<file path="src/rtl/irq_pkg.sv">
// Shared types and constants for the interrupt controller.
package irq_pkg;

    localparam int unsigned NSRC_DEFAULT = 8;
    localparam int unsigned ID_W         = 5;

    // Register offsets within the 16-byte window
    localparam logic [3:0] OFF_PENDING = 4'h0;
    localparam logic [3:0] OFF_ENABLE  = 4'h4;
    localparam logic [3:0] OFF_CLAIM   = 4'h8;

    typedef enum logic [1:0] {
        IDLE    = 2'd0,
        ASSERT  = 2'd1,
        SERVICE = 2'd2
    } irq_state_e;

endpackage

</file>
<file path="src/rtl/irq_prio_enc.sv">
// Lowest-index priority encoder; id_c = index+1 of the lowest set request, 0 when none.
module irq_prio_enc
    import irq_pkg::*;
#(
    parameter int unsigned NSRC = NSRC_DEFAULT
) (
    input  logic [NSRC-1:0] req,
    output logic [ID_W-1:0] id_c
);

    // Scan from the top so the lowest set index wins
    always_comb begin
        id_c = '0;
        for (int i = int'(NSRC) - 1; i >= 0; i--) begin
            if (req[i]) begin
                id_c = ID_W'(i + 1);
            end
        end
    end

endmodule

</file>
<file path="src/rtl/irq_controller.sv">
// Edge-capturing interrupt controller with claim/complete handshake over a small register window.
module irq_controller
    import irq_pkg::*;
#(
    parameter int unsigned NSRC = NSRC_DEFAULT,
    parameter logic [31:0] BASE = 32'h0000_2000
) (
    input  logic            clk,
    input  logic            reset,
    input  logic [NSRC-1:0] irq_src,
    input  logic [31:0]     addr,
    input  logic [31:0]     wdata,
    input  logic            wr_en,
    input  logic            rd_en,
    output logic [31:0]     rdata,
    output logic            rvalid,
    output logic            interupt
);

    irq_state_e      state_q, state_d;
    logic [NSRC-1:0] pending_q, pending_d;
    logic [NSRC-1:0] enable_q, enable_d;
    logic [NSRC-1:0] prev_src_q, prev_src_d;
    logic [ID_W-1:0] in_service_q, in_service_d;
    logic [31:0]     rdata_q, rdata_d;
    logic            rvalid_q, rvalid_d;
    logic            interupt_q, interupt_d;

    logic            hit;
    logic [3:0]      offset;
    logic            rd_acc;
    logic            wr_acc;
    logic            claim_rd;
    logic            complete_wr;
    logic            enable_wr;
    logic            take;
    logic [NSRC-1:0] rise;
    logic [NSRC-1:0] clr_mask;
    logic [ID_W-1:0] claim_id_c;
    logic            unused_wdata;

    // Bus decode
    assign hit         = (addr[31:4] == BASE[31:4]);
    assign offset      = addr[3:0];
    assign rd_acc      = rd_en & hit;
    assign wr_acc      = wr_en & hit;
    assign claim_rd    = rd_acc & (offset == OFF_CLAIM);
    assign complete_wr = wr_acc & (offset == OFF_CLAIM);
    assign enable_wr   = wr_acc & (offset == OFF_ENABLE);

    // Only the low bits of wdata carry meaning for any register
    assign unused_wdata = ^wdata;

    irq_prio_enc #(
        .NSRC (NSRC)
    ) u_prio_enc (
        .req  (pending_q & enable_q),
        .id_c (claim_id_c)
    );

    // Handshake FSM: next state, claim/complete bookkeeping, interrupt line
    always_comb begin
        state_d      = state_q;
        in_service_d = in_service_q;
        take         = 1'b0;

        case (state_q)
            IDLE: begin
                if (claim_id_c != '0) begin
                    state_d = ASSERT;
                end
            end
            ASSERT: begin
                if (claim_rd) begin
                    if (claim_id_c != '0) begin
                        take         = 1'b1;
                        in_service_d = claim_id_c;
                        state_d      = SERVICE;
                    end else begin
                        state_d = IDLE;
                    end
                end else if (claim_id_c == '0) begin
                    state_d = IDLE;
                end
            end
            SERVICE: begin
                if (complete_wr && (wdata[ID_W-1:0] == in_service_q)) begin
                    in_service_d = '0;
                    state_d      = IDLE;
                end
            end
            default: begin
                state_d = IDLE;
            end
        endcase

        interupt_d = (state_d == ASSERT);
    end

    // Pending/enable update; a fresh rising edge wins over a same-cycle claim clear
    always_comb begin
        rise       = irq_src & ~prev_src_q;
        prev_src_d = irq_src;
        for (int unsigned i = 0; i < NSRC; i++) begin
            clr_mask[i] = take && (claim_id_c == ID_W'(i + 1));
        end
        pending_d = (pending_q & ~clr_mask) | rise;
        enable_d  = enable_wr ? wdata[NSRC-1:0] : enable_q;
    end

    // Read path; rdata holds between reads
    always_comb begin
        rdata_d  = rdata_q;
        rvalid_d = rd_acc;
        if (rd_acc) begin
            case (offset)
                OFF_PENDING: rdata_d = 32'(pending_q);
                OFF_ENABLE:  rdata_d = 32'(enable_q);
                OFF_CLAIM:   rdata_d = (state_q == ASSERT) ? 32'(claim_id_c) : 32'h0;
                default:     rdata_d = 32'h0;
            endcase
        end
    end

    // State registers with synchronous reset
    always_ff @(posedge clk) begin
        if (reset) begin
            state_q      <= IDLE;
            pending_q    <= '0;
            enable_q     <= '0;
            prev_src_q   <= '0;
            in_service_q <= '0;
            rdata_q      <= '0;
            rvalid_q     <= 1'b0;
            interupt_q   <= 1'b0;
        end else begin
            state_q      <= state_d;
            pending_q    <= pending_d;
            enable_q     <= enable_d;
            prev_src_q   <= prev_src_d;
            in_service_q <= in_service_d;
            rdata_q      <= rdata_d;
            rvalid_q     <= rvalid_d;
            interupt_q   <= interupt_d;
        end
    end

    assign rdata    = rdata_q;
    assign rvalid   = rvalid_q;
    assign interupt = interupt_q;

endmodule
</file>
<file path="config.mk">
export PLATFORM = sky130hd
export DESIGN_NAME = irq_controller
export DESIGN_NICKNAME = d
export VERILOG_FILES = /design/src/rtl/irq_pkg.sv /design/src/rtl/irq_prio_enc.sv /design/src/rtl/irq_controller.sv
export SDC_FILE = /design/constraint.sdc
export NUM_CORES = 1
export LEC_CHECK = 0
export ABC_CLOCK_PERIOD_IN_PS = 5200
export CAP_MARGIN = 10
export CORE_MARGIN = 2
export CORE_UTILIZATION = 43
export CTS_CLUSTER_SIZE = 16
export DETAILED_ROUTE_END_ITERATION = 6
export PLACE_DENSITY = 0.9
export REMOVE_ABC_BUFFERS = 1
export SLEW_MARGIN = 20
export SYNTH_ARGS = -nofsm -noshare
export SYNTH_HDL_FRONTEND = slang
export SYNTH_SLANG_ARGS = --single-unit
</file>
<file path="constraint.sdc">
create_clock -name clk -period 5.2 [get_ports clk]
set_input_delay 0.52 -clock clk [delete_from_list [all_inputs] [get_ports clk]]
set_output_delay 0.52 -clock clk [all_outputs]
set_load 0.05 [all_outputs]
</file>
# Word level (Yosys, flattened, before mapping)
# Index checks and enable logic that the tools add are counted.
# classes
n_eq_ne,18
n_mux,23
bitwise_logic,11
n_reduce_logical,15
# ops
operator,n
two-way mux 4 bit,8
"equality test 28 x 10 -> 1 bit, second input constant",1
AND 8 bit,3
case mux 8 bit (3 select lines),1
"equality test 5 x 3 -> 1 bit, second input constant",4
two-way mux 5 bit,4
inverter 8 bit,2
"equality test 5 x 2 -> 1 bit, second input constant",2
two-way mux 2 bit,5
case mux 5 bit (2 select lines),1
logical AND 1 bit,9
OR 8 bit,1
"!= test 2 bit, second input constant",3
case mux 2 bit (3 select lines),1
AND 1 bit,5
"equality test 5 x 1 -> 1 bit, second input constant",1
"equality test 5 x 4 -> 1 bit, second input constant",1
equality test 5 bit,1
zero test 5 bit,1
nonzero test 5 bit,1
"equality test 2 x 1 -> 1 bit, second input constant",2
"equality test 4 x 3 -> 1 bit, second input constant",1
"equality test 4 bit, second input constant",1
zero test 4 bit,1
other kinds (5),7
# word_totals
ff_bits,65
out_inout_bits,34
wordCells,75

# Depth between registers and ports, before layout
# Gate-level depths: netlist (run 1).
# depth
depth_word,17
ltp_mapped,7
depth_no_buf,5

# Hierarchy
# Synthesis (run 1) repeated with hierarchy kept, for this count alone.
# hier_totals
cells_unflattened,246
area_unflattened_um2,2265.9
# by_module_without_submodules
module,instances,cells_each,area_each_um2
irq_controller,1,232,2183.3
irq_prio_enc,1,14,82.6

# Worst setup path after synthesis (run 1)
# OpenSTA, ideal clock, no wires.
# synth_path
path_kind,input-to-reg
startpoint,input addr[1]
endpoint,register pending_q[2]
setup_time_ps,132
t_arrival_ps,2036
required_time_ps,5068
setup_slack_ps,3032
stages,6
cell_sequence,or4b_4 > nor3b_4 > nand4_2 > buf_4 > o41ai_1 > a21oi_1
# synth_between
elab_chain_cells,8
# synth_lines
element,line_no,source
"start, declared",irq_controller.sv:11,"input logic [31:0] addr,"
equality test 4 bit,irq_controller.sv:47,assign claim_rd = rd_acc & (offset == OFF_CLAIM);
AND 1 bit,irq_controller.sv:47,
two-way mux 1 bit,irq_controller.sv:74,if (claim_rd) begin
two-way mux 1 bit,irq_controller.sv:67,case (state_q)
logical AND 1 bit,irq_controller.sv:105,clr_mask[i] = take && (claim_id_c == ID_W'(i + 1));
inverter 8 bit,irq_controller.sv:107,pending_d = (pending_q & ~clr_mask) | rise;
AND 8 bit,irq_controller.sv:107,
OR 8 bit,irq_controller.sv:107,
"end signal, assigned",irq_controller.sv:138,pending_q <= pending_d;
"end, declared",irq_controller.sv:21,"logic [NSRC-1:0] pending_q, pending_d;"
# Every way passes these cells.
# A chain may end at the register's enable or synchronous reset.

# Worst setup path in the final report (run 1)
# layout_path
startpoint,input addr[2]
endpoint,register in_service_q[2]
# layout_between
elab_chain_cells,5
elab_cells_between_ends,7
cone_classes,3 x eq/ne; 2 x bitwise; 2 x reduce/logical
# layout_lines
element,line_no,source
equality test 4 bit (*),"irq_controller.sv:47, irq_controller.sv:48",
AND 1 bit,irq_controller.sv:48,assign complete_wr = wr_acc & (offset == OFF_CLAIM);
logical AND 1 bit,irq_controller.sv:87,if (complete_wr && (wdata[ID_W-1:0] == in_service_q)) begin
!= test 2 bit (no source line),--,
AND reduction 4 bit (no source line) (*),--,
"end signal, assigned",irq_controller.sv:141,in_service_q <= in_service_d;
"end, declared",irq_controller.sv:24,"logic [ID_W-1:0] in_service_q, in_service_d;"
# Mark *: on every way between the ends. The rest lies on a longest branch, timed or not.

==> results.md, run 1 <==
* Relative slew slack at 54.3%
* Max-slew violations at 0
* Fin worst setup slack at 2.23 ns
* Clk_lat worst skew at 0.29 ns
* Synth Area in XOR/XNOR at 1.62%
* FILL cells at 435
* Compound-Gate Fraction of Synth Area at 15.3%
* Sequential share of the synthesized area at 37.1%
* Final Hold Vio Count at 0
* Fin crit period at 2.97 ns
* CP Launch Type: input port
* Yosys reg bits at 40
* Max layer used: met4
* First-pass iteration count of the detailed router at 4
* Post-synth ARST share at 0%
* Via count at 1872
* GPL Wtd Cong at 0.854
* Total gr overflow at 0
* Syn-to-layout area delta at 29.4%
* Util after Layout at 58.4%
* Crit end category: flip-flop
* Dpl ws at 1.97 ns
* Row count at 25
* FMAX at 0.336 GHz
* Die area at 5610 um^2
* Total track usage at 18.0%
* Post-cts gate resize count at 0
* Multiplexer area fraction after synthesis at 7.41%
* I/O pins at 110
* Final Cycle Share at 57.2%
* Vias per cell at 5.10
* Metal3 WL at 300 um
* Main synth FF type: dfxtp_1
* Routed len/inst at 12.9 um
* Hold/Removal Path Class: flip-flop to flip-flop
* TritonCTS Buffers at 5
* Clock Sinks at 40
* Avg Inst Size Synth at 8.93 um^2
* WL met1 at 2040 um
* Final routed DRC violation total at 0
* Largest net degree at the start of global routing at 44
* Simple-gate area share of the yosys netlist at 27.3%
* CTS max path bufs at 2
* List of most frequent post-synthesis cells: dfxtp_1, buf_4, nor2_1
* Critical path's slowest cell: clkdlybuf4s50_1
* CP Max Fanout at 12
* Vias in the first global route at 1691
* Clock-pin slew on the worst setup and hold paths at 0.07 ns
* Cell variety after synth at 50
* Synth Area in Adders at 0%
* Share of cells above drive strength 1 at 6.00%
* WP data required at 5.41 ns
* Pwr Total at 617 uW
* Detailed Route Iter0 Violations at 233
* Clock Tree Root: clkbuf_8
* Largest family of logic cells by synthesized area: simple AND/OR/NAND/NOR gates
* Peak supply drop at 0.162 mV
* # Post-CTS Setup Buffers at 0
* CTS tree: done
* Setup Total Neg Slack at 0 ns
* Cell taking the most area after synthesis: dfxtp_1
* Worst Path Class, Setup: input port to flip-flop
* Final-report setup violation count at 0
* Synthesized area at 2160 um^2
* N_diodes at 0
* Global-route wire length before repair at 7760 um
* Synth warn at 0
* Worst Skew at 0.00732 ns
* Count leader, synth: dfxtp_1
* Die height at 74.9 um
* Cells along the critical path: clkdlybuf4s50_1 -> or4b_4 -> nor3b_4 -> nand4_2 -> or4_1 -> o21ai_0
* WP data arrival at 3.18 ns
* IO buf count at 61
* Actual slew at the worst max-slew pin at 0.679 ns
* Area contributors post-synth: dfxtp_1, buf_4, mux2i_1
* H-tree levels at 2
* Initial antenna violation count at 0
* Lkg Pwr at 0.00109 uW
* RSZ-0062 raised after global routing: false
* Met2 routed WL at 2320 um
* Drt total wl at 4730 um
* Die W at 74.9 um
* Power per cell area at 221 nW/um^2
* Starting Density at 45.2%
* Post-DRT Antenna Nets at 0
* Fin nets at 376
* Fin Hold WS at 0.455 ns
* DP HPWL at 3660 um
* Max cap viols at 0
* Syn Inst Count at 242
* Core box area at 4790 um^2
* Status: complete, no violations
* Critical Path Max Stage Delay at 0.71 ns
* Yosys top cell area share at 37.1%
* Hold buffer count at CTS at 0
* Post-synth EDFFs at 0
[layout by cell type, fill, tap and decap left out, types with 5 or more instances in the layout]
cell type	count
a21oi_1	15
and2_1	5
clkbuf_8	5
clkdlybuf4s50_1	61
conb_1	24
dfxtp_1	40
mux2i_1	16
nand2_1	14
nand2b_1	10
nor2_1	21
nor2b_1	9
nor4_1	5
o41ai_1	5
or3_1	6
[sequential cells by signal, summed over array words and instances, names as in the netlist]
| name | flops |
|---|---|
| prev_src_q | 8 |
| rdata | 8 |
| rvalid | 1 |
| in_service_q | 4 |
| interupt | 1 |
| pending_q | 8 |
| state_q | 2 |
| enable_q | 8 |
[cells by family after synthesis]
kind of cell              Yosys count
buffers and inverters              37
and+or+nand+nor                    97
DFF                                40
xor gates and xnor gates            4
muxes                              16
other                               1
AOI/OAI and AO/OA                  47
[cell type report]
| cell class | count | area [um^2] | area share (%) |
|---|---|---|---|
| Timing Repair Buffer | 62 | 618 | 22.1 |
| Multi-Input combinational cell | 188 | 1200 | 43.1 |
| Sequential cell | 40 | 801 | 28.6 |
| Inverter | 3 | 11.3 | 0.403 |
| Clock inverter | 1 | 5.00 | 0.179 |
| Clock buffer | 6 | 72.6 | 2.60 |
| Tap cell | 67 | 83.8 | 3.00 |
[final timing paths]
path / startpoint / end / slack [ns] / cells after the start
max: addr[2] / in_service_q[2] / 2.23 / 6
min: rdata[0] / rdata[0] / 0.45 / 2
max reg2reg: enable_q[2] / state_q[1] / 3.03 / 5
min reg2reg: rdata[0] / rdata[0] / 0.45 / 2
[layer usage]
layer | global-route usage [%] | vias to the layer above
li1 | - | 947
met2 | 30.4 | 68
met4 | 6.55 | 0
met1 | 22.5 | 847
met3 | 3.88 | 10
met5 | 0 | -
[power breakdown]
part	internal (uW)	switching (uW)	leakage, uW
clock network	91.1	98.3	0.0000410
registers	314	5.90	0.000327
logic	46.5	60.6	0.000724
[critical path, delay by kind of cell]
family	cells	cell delay, ns
compound gates	1	0.10
buf+inv	1	0.71
simple gates	4	1.84
[metrics by stage]
step,cells,instance area [um^2]
after global placement,360,2720
final,367,2800
after floorplan,231,2020
after global routing,367,2800
after CTS,367,2800
after detailed placement,360,2720
Note: power is estimated with default switching activity, not from simulation.
==> inputs of run 2 (changes only) <==
ABC_CLOCK_PERIOD_IN_PS = 2510   (was 5200)
CORE_UTILIZATION = 36   (was 43)
PLACE_DENSITY = 0.8   (was 0.9)
clock period = 2.51 ns   (was 5.2 ns; I/O delays follow)
==> results.md, run 2 (synthesis gave the netlist of run 1 again) <==
* Final Hold Vio Count at 0
* Vias per cell at 5.07
* Die area at 6640 um^2
* Peak supply drop at 0.244 mV
* Worst path bufs/invs at 2
* Power per cell area at 479 nW/um^2
* Hold buffer count at CTS at 0
* Die height at 81.5 um
* First-pass iteration count of the detailed router at 4
* Lkg Pwr at 0.00117 uW
* RSZ-0062 raised after global routing: false
* Top cell family by delay on the critical path: simple AND/OR/NAND/NOR gates
* Commonest non-fill, non-tap cell in the layout: clkdlybuf4s50_1
* Crit path to: in_service_q[3]
* I/O pins at 110
* Vias in the first global route at 1957
* # Post-CTS Setup Buffers at 0
* Fin Hold WS at 0.457 ns
* Fin nets at 390
* Total track usage at 17.3%
* Cells along the critical path: clkdlybuf4s50_1 -> or4b_4 -> nor3b_4 -> nand4_2 -> buf_4 -> o21ai_0 -> o31ai_1
* Crit end category: flip-flop
* Actual slew at the worst max-slew pin at 0.623 ns
* Syn-to-layout area delta at 36.1%
* Status: complete, no violations
* Clock-pin slew on the worst setup and hold paths at 0.08 ns
* WP data required at 2.68 ns
* Row count at 28
* Clk_lat worst skew at 0.30 ns
* GPL Wtd Cong at 0.894
* CP Launch Point: addr[1]
* Die W at 81.5 um
* Number of cells on the critical path at 7
* Relative slew slack at 58.1%
* Detailed Route Iter0 Violations at 179
* Final-report setup violation count at 0
* Worst Path Class, Setup: input port to flip-flop
* CTS tree: done
* Via count at 1976
* Setup Total Neg Slack at 0 ns
* Starting Density at 36.9%
* Initial antenna violation count at 0
* Max-slew violations at 0
* FMAX at 0.451 GHz
* Largest net degree at the start of global routing at 21
* Total gr overflow at 0
* Final Cycle Share at 88.3%
* Clock Sinks at 40
* Critical Path Max Stage Delay at 0.57 ns
* Critical path's slowest cell: or4b_4
* FILL cells at 548
* CP Max Fanout at 9
* R2R Path Start: enable_q[2]
* Core box area at 5850 um^2
* WP data arrival at 2.38 ns
* N_diodes at 0
* CTS max path bufs at 2
* H-tree levels at 2
* Reg2reg setup slack at 0.66 ns
* CP Launch Type: input port
* Clock Tree Root: clkbuf_8
* Share of cells above drive strength 1 at 10.5%
* Fin crit period at 2.22 ns
* Post-DRT Antenna Nets at 0
* IO buf count at 61
* Worst Skew at 0.00684 ns
* Most frequent cells in the layout: clkdlybuf4s50_1, dfxtp_1, conb_1
* R2r endpoint: interupt
* DP HPWL at 4290 um
* Routed len/inst at 13.6 um
* Drt total wl at 5320 um
* Global-route wire length before repair at 8740 um
* Post-cts gate resize count at 0
* R2R depth at 6
* TritonCTS Buffers at 5
* Hold/Removal Path Class: flip-flop to flip-flop
* Max cap viols at 0
* Final routed DRC violation total at 0
==> run 2: cell count changes in the layout (fill, tap and decap cells not counted) <==
cell,before,now
buf_4,1,15
bufinv_16,0,1
==> run 2: cell type report <==
type                       instances  area (um^2)  share of cell area (%)
tap                               75         93.8                    3.19
timing repair buffer              76          723                    24.6
inverter                           3         11.3                   0.383
sequential                        40          801                    27.2
clock buffer                       6         72.6                    2.47
clock inverter                     2         35.0                    1.19
multi-input combinational        188         1200                    41.0
==> run 2: how the worst min path moves through the flow <==
stage | startpoint | endpoint | slack, ns | depth (start not counted)
final | rdata[7] | rdata[7] | 0.46 | 2
after global routing | rdata[0] | rdata[0] | 0.49 | 2
after CTS | rdata[7] | rdata[7] | 0.46 | 2
after detailed placement | rdata[7] | rdata[7] | 0.45 | 2
after global placement | rdata[7] | rdata[7] | 0.45 | 2
after floorplan | reset | pending_q[0] | 0.32 | 1
==> run 2: per-stage QoR <==
step                      total power [uW]  util [%]  area [um^2]  worst slack [ns]  instances
after detailed placement               904      48.4         2830            0.0246        382
after floorplan                        791         -         2020             0.562        231
after global placement                 900      48.4         2830            0.0362        382
final                                 1410      50.3         2940             0.294        390
after global routing                  1460      50.3         2940             0.174        390
after CTS                             1420      50.3         2940             0.320        390
==> run 2: worst reg2reg max path: stages, from the launching register on <==
cell and delay (ns):
dfxtp_1 0.35, a22oi_1 0.36, nand2_1 0.22, a2111oi_2 0.41
buf_4 0.21, or3_1 0.13, a31oi_1 0.05
==> run 2: metal layers <==
| layer | part of all wire (%) | vias up | GRT usage, % |
|---|---|---|---|
| li1 | - | 975 | - |
| met1 | 40 | 908 | 20.3 |
| met2 | 50 | 76 | 29.7 |
| met3 | 6.6 | 17 | 4.29 |
| met4 | 2.7 | 0 | 8.14 |
| met5 | 0 | - | 0 |
==> run 2: power breakdown <==
part	switching, uW	total (uW)	internal (uW)	leakage [uW]
registers	12.3	663	651	0.000327
clock network	223	518	295	0.0000552
logic	127	227	99.8	0.000790
==> inputs of run 3 (changes only) <==
--- a/config.mk
+++ b/config.mk
@@ -7,2 +7,3 @@
 export LEC_CHECK = 0
+export ABC_AREA = 1
 export ABC_CLOCK_PERIOD_IN_PS = 2510
@@ -10,6 +11,6 @@
 export CORE_MARGIN = 2
-export CORE_UTILIZATION = 36
+export CORE_UTILIZATION = 37
 export CTS_CLUSTER_SIZE = 16
 export DETAILED_ROUTE_END_ITERATION = 6
-export PLACE_DENSITY = 0.8
+export PLACE_DENSITY = 0.81
 export REMOVE_ABC_BUFFERS = 1
--- a/constraint.sdc
+++ b/constraint.sdc
@@ -3,2 +3,2 @@
 set_output_delay 0.251 -clock clk [all_outputs]
-set_load 0.05 [all_outputs]
+set_load 0.02 [all_outputs]
==> results.md, run 3 <==
* WP data required at 2.69 ns
* TritonCTS Buffers at 5
* Total gr overflow at 0
* Final Hold Vio Count at 0
* Syn Inst Count at 349
* Vias in the first global route at 2033
* Peak supply drop at 0.288 mV
* Fin nets at 489
* Critical path's slowest cell: clkdlybuf4s50_1
* Die height at 82.6 um
* # Post-CTS Setup Buffers at 0
* Max cap viols at 0
* Vias per cell at 4.67
* Clk_lat worst skew at 0.30 ns
* Starting Density at 38.4%
* Power per cell area at 438 nW/um^2
* Routed len/inst at 11.1 um
* Detailed Route Iter0 Violations at 153
* Final Cycle Share at 68.3%
* Worst path bufs/invs at 4
* GPL Wtd Cong at 0.963
* Largest net degree at the start of global routing at 22
* WP data arrival at 1.90 ns
* Reg2reg setup slack at 0.92 ns
* Dpl ws at 0.520 ns
* Area contributors post-synth: dfxtp_1, nand2_1, buf_4
* CTS tree: done
* Die W at 82.6 um
* Die area at 6820 um^2
* FMAX at 0.583 GHz
* Syn-to-layout area delta at 30.4%
* Fin crit period at 1.71 ns
* Hold/Removal Path Class: flip-flop to flip-flop
* Via count at 2284
* Post-synth ARST share at 0%
* Commonest non-fill, non-tap cell in the layout: nand2_1
* Post-cts gate resize count at 0
* Fin worst setup slack at 0.795 ns
* Initial antenna violation count at 0
* Total track usage at 16.6%
* Sequential share of the synthesized area at 35.0%
* Placed cells at 481
* R2R depth at 10
* Clock Sinks at 40
* Hold Path End: pending_q[0]
* Final-report setup violation count at 0
* Worst Skew at 0.00459 ns
* Most frequent cells in the layout: nand2_1, clkdlybuf4s50_1, nor2_1, inv_1, dfxtp_1
* Drt total wl at 5430 um
* FILL cells at 606
* I/O pins at 110
* Yosys top cell area share at 35.0%
* Main synth FF type: dfxtp_1
* Crit end category: flip-flop
* Clock-pin slew on the worst setup and hold paths at 0.08 ns
* Hold path depth at 1
* Cells along the critical path: clkdlybuf4s50_1 -> inv_1 -> nand2_1 -> inv_1 -> nand3_1 -> inv_1 -> nand3_1 -> o21ai_0 -> a21oi_1
* CP Max Fanout at 8
* Util after Layout at 50.0%
* CP Launch Type: input port
* RSZ-0062 raised after global routing: false
* Post-DRT Antenna Nets at 0
* Top cell family by delay on the critical path: buffers and inverters
* Global-route wire length before repair at 8710 um
* CTS max path bufs at 2
* Yosys reg bits at 40
* Share of cells above drive strength 1 at 6.28%
* Hold path startpoint: prev_src_q[0]
* N_diodes at 0
* Hold buffer count at CTS at 0
* Status: complete, no violations
* Setup Total Neg Slack at 0 ns
* Row count at 28
* Worst Path Class, Setup: input port to flip-flop
* Final routed DRC violation total at 0
* H-tree levels at 2
* IO buf count at 61
* Cell taking the most area after synthesis: dfxtp_1
* Max-slew violations at 0
* Post-synth EDFFs at 0
* Core box area at 5960 um^2
* Top cell by count, worst path: inv_1
* List of most frequent post-synthesis cells: nand2_1, inv_1, nor2_1
* Clock Tree Root: clkbuf_8
* Cell Count, Final, Fillers Out at 489
* DP HPWL at 4310 um
* Count leader, synth: nand2_1
* Synthesized area at 2280 um^2
* R2r endpoint: pending_q[0]
* Cell variety after synth at 29
* Avg Inst Size Synth at 6.55 um^2
* Lkg Pwr at 0.00122 uW
* First-pass iteration count of the detailed router at 4
* Synth warn at 0
* Critical Path Max Stage Delay at 0.40 ns
* R2R Path Start: enable_q[0]
[run 3: cell count changes after synthesis, sizes merged, moves of 5 or more]
| cell | before | now |
|---|---|---|
| o41ai | 5 | 0 |
| nand3 | 3 | 26 |
| o21ai | 3 | 22 |
| nand2b | 10 | 0 |
| nor2b | 9 | 0 |
| nor2 | 21 | 54 |
| or3 | 6 | 0 |
| mux2i | 16 | 0 |
| nand2 | 14 | 84 |
| a21oi | 15 | 25 |
| inv | 3 | 47 |
[run 3: worst max path at each step]
stage	startpoint	to	cells past startpoint
6_report	addr[0]	enable_q[3]	9
4_1_cts	addr[0]	enable_q[3]	9
3_3_place_gp	addr[5]	pending_q[0]	11
5_1_grt	addr[0]	enable_q[3]	9
3_5_place_dp	addr[13]	pending_q[0]	10
2_1_floorplan	pending_q[4]	pending_q[3]	11
[run 3: cells by family after synthesis]
| group | after synthesis | synth area share, % |
|---|---|---|
| compound gates | 50 | 11.3 |
| xor+xnor | 3 | 1.15 |
| buf+inv | 77 | 16.7 |
| flops | 40 | 35.0 |
| other cells | 1 | 0.164 |
| simple gates | 178 | 35.6 |
[run 3: report_power, final]
group          internal, uW  switching [uW]
registers               654            12.5
clock network           219             229
logic                  93.6            97.9
[run 3: worst reg2reg max path, delay by kind of cell, from the launching register on]
kind	cells	cell delay (ns)
buf+inv	2	0.17
compound gates	2	0.23
flops	1	0.34
simple gates	6	0.75
[run 3: cell type report]
cell class	instances	area, um^2	share of cell area (%)
multi-input combinational	255	1190	39.9
sequential	40	801	26.9
timing repair buffer	62	618	20.7
inverter	49	185	6.22
tap	75	93.8	3.15
clock buffer	6	82.6	2.77
clock inverter	2	10.0	0.336
[run 3: metal layers]
layer	vias up	part of all wire [%]	GRT usage [%]
met5	-	0	0
met4	0	1.4	5.90
met3	8	7.2	4.13
met2	90	49	28.5
met1	1000	43	20.1
li1	1186	-	-
[run 3: through the flow]
stage	power (uW)	hold WS [ns]	area [um^2]
floorplan	760	0.320	2170
global placement	867	0.393	2890
detailed placement	872	0.399	2890
CTS	1310	0.411	2980
global route	1360	0.422	2980
finish	1310	0.406	2980
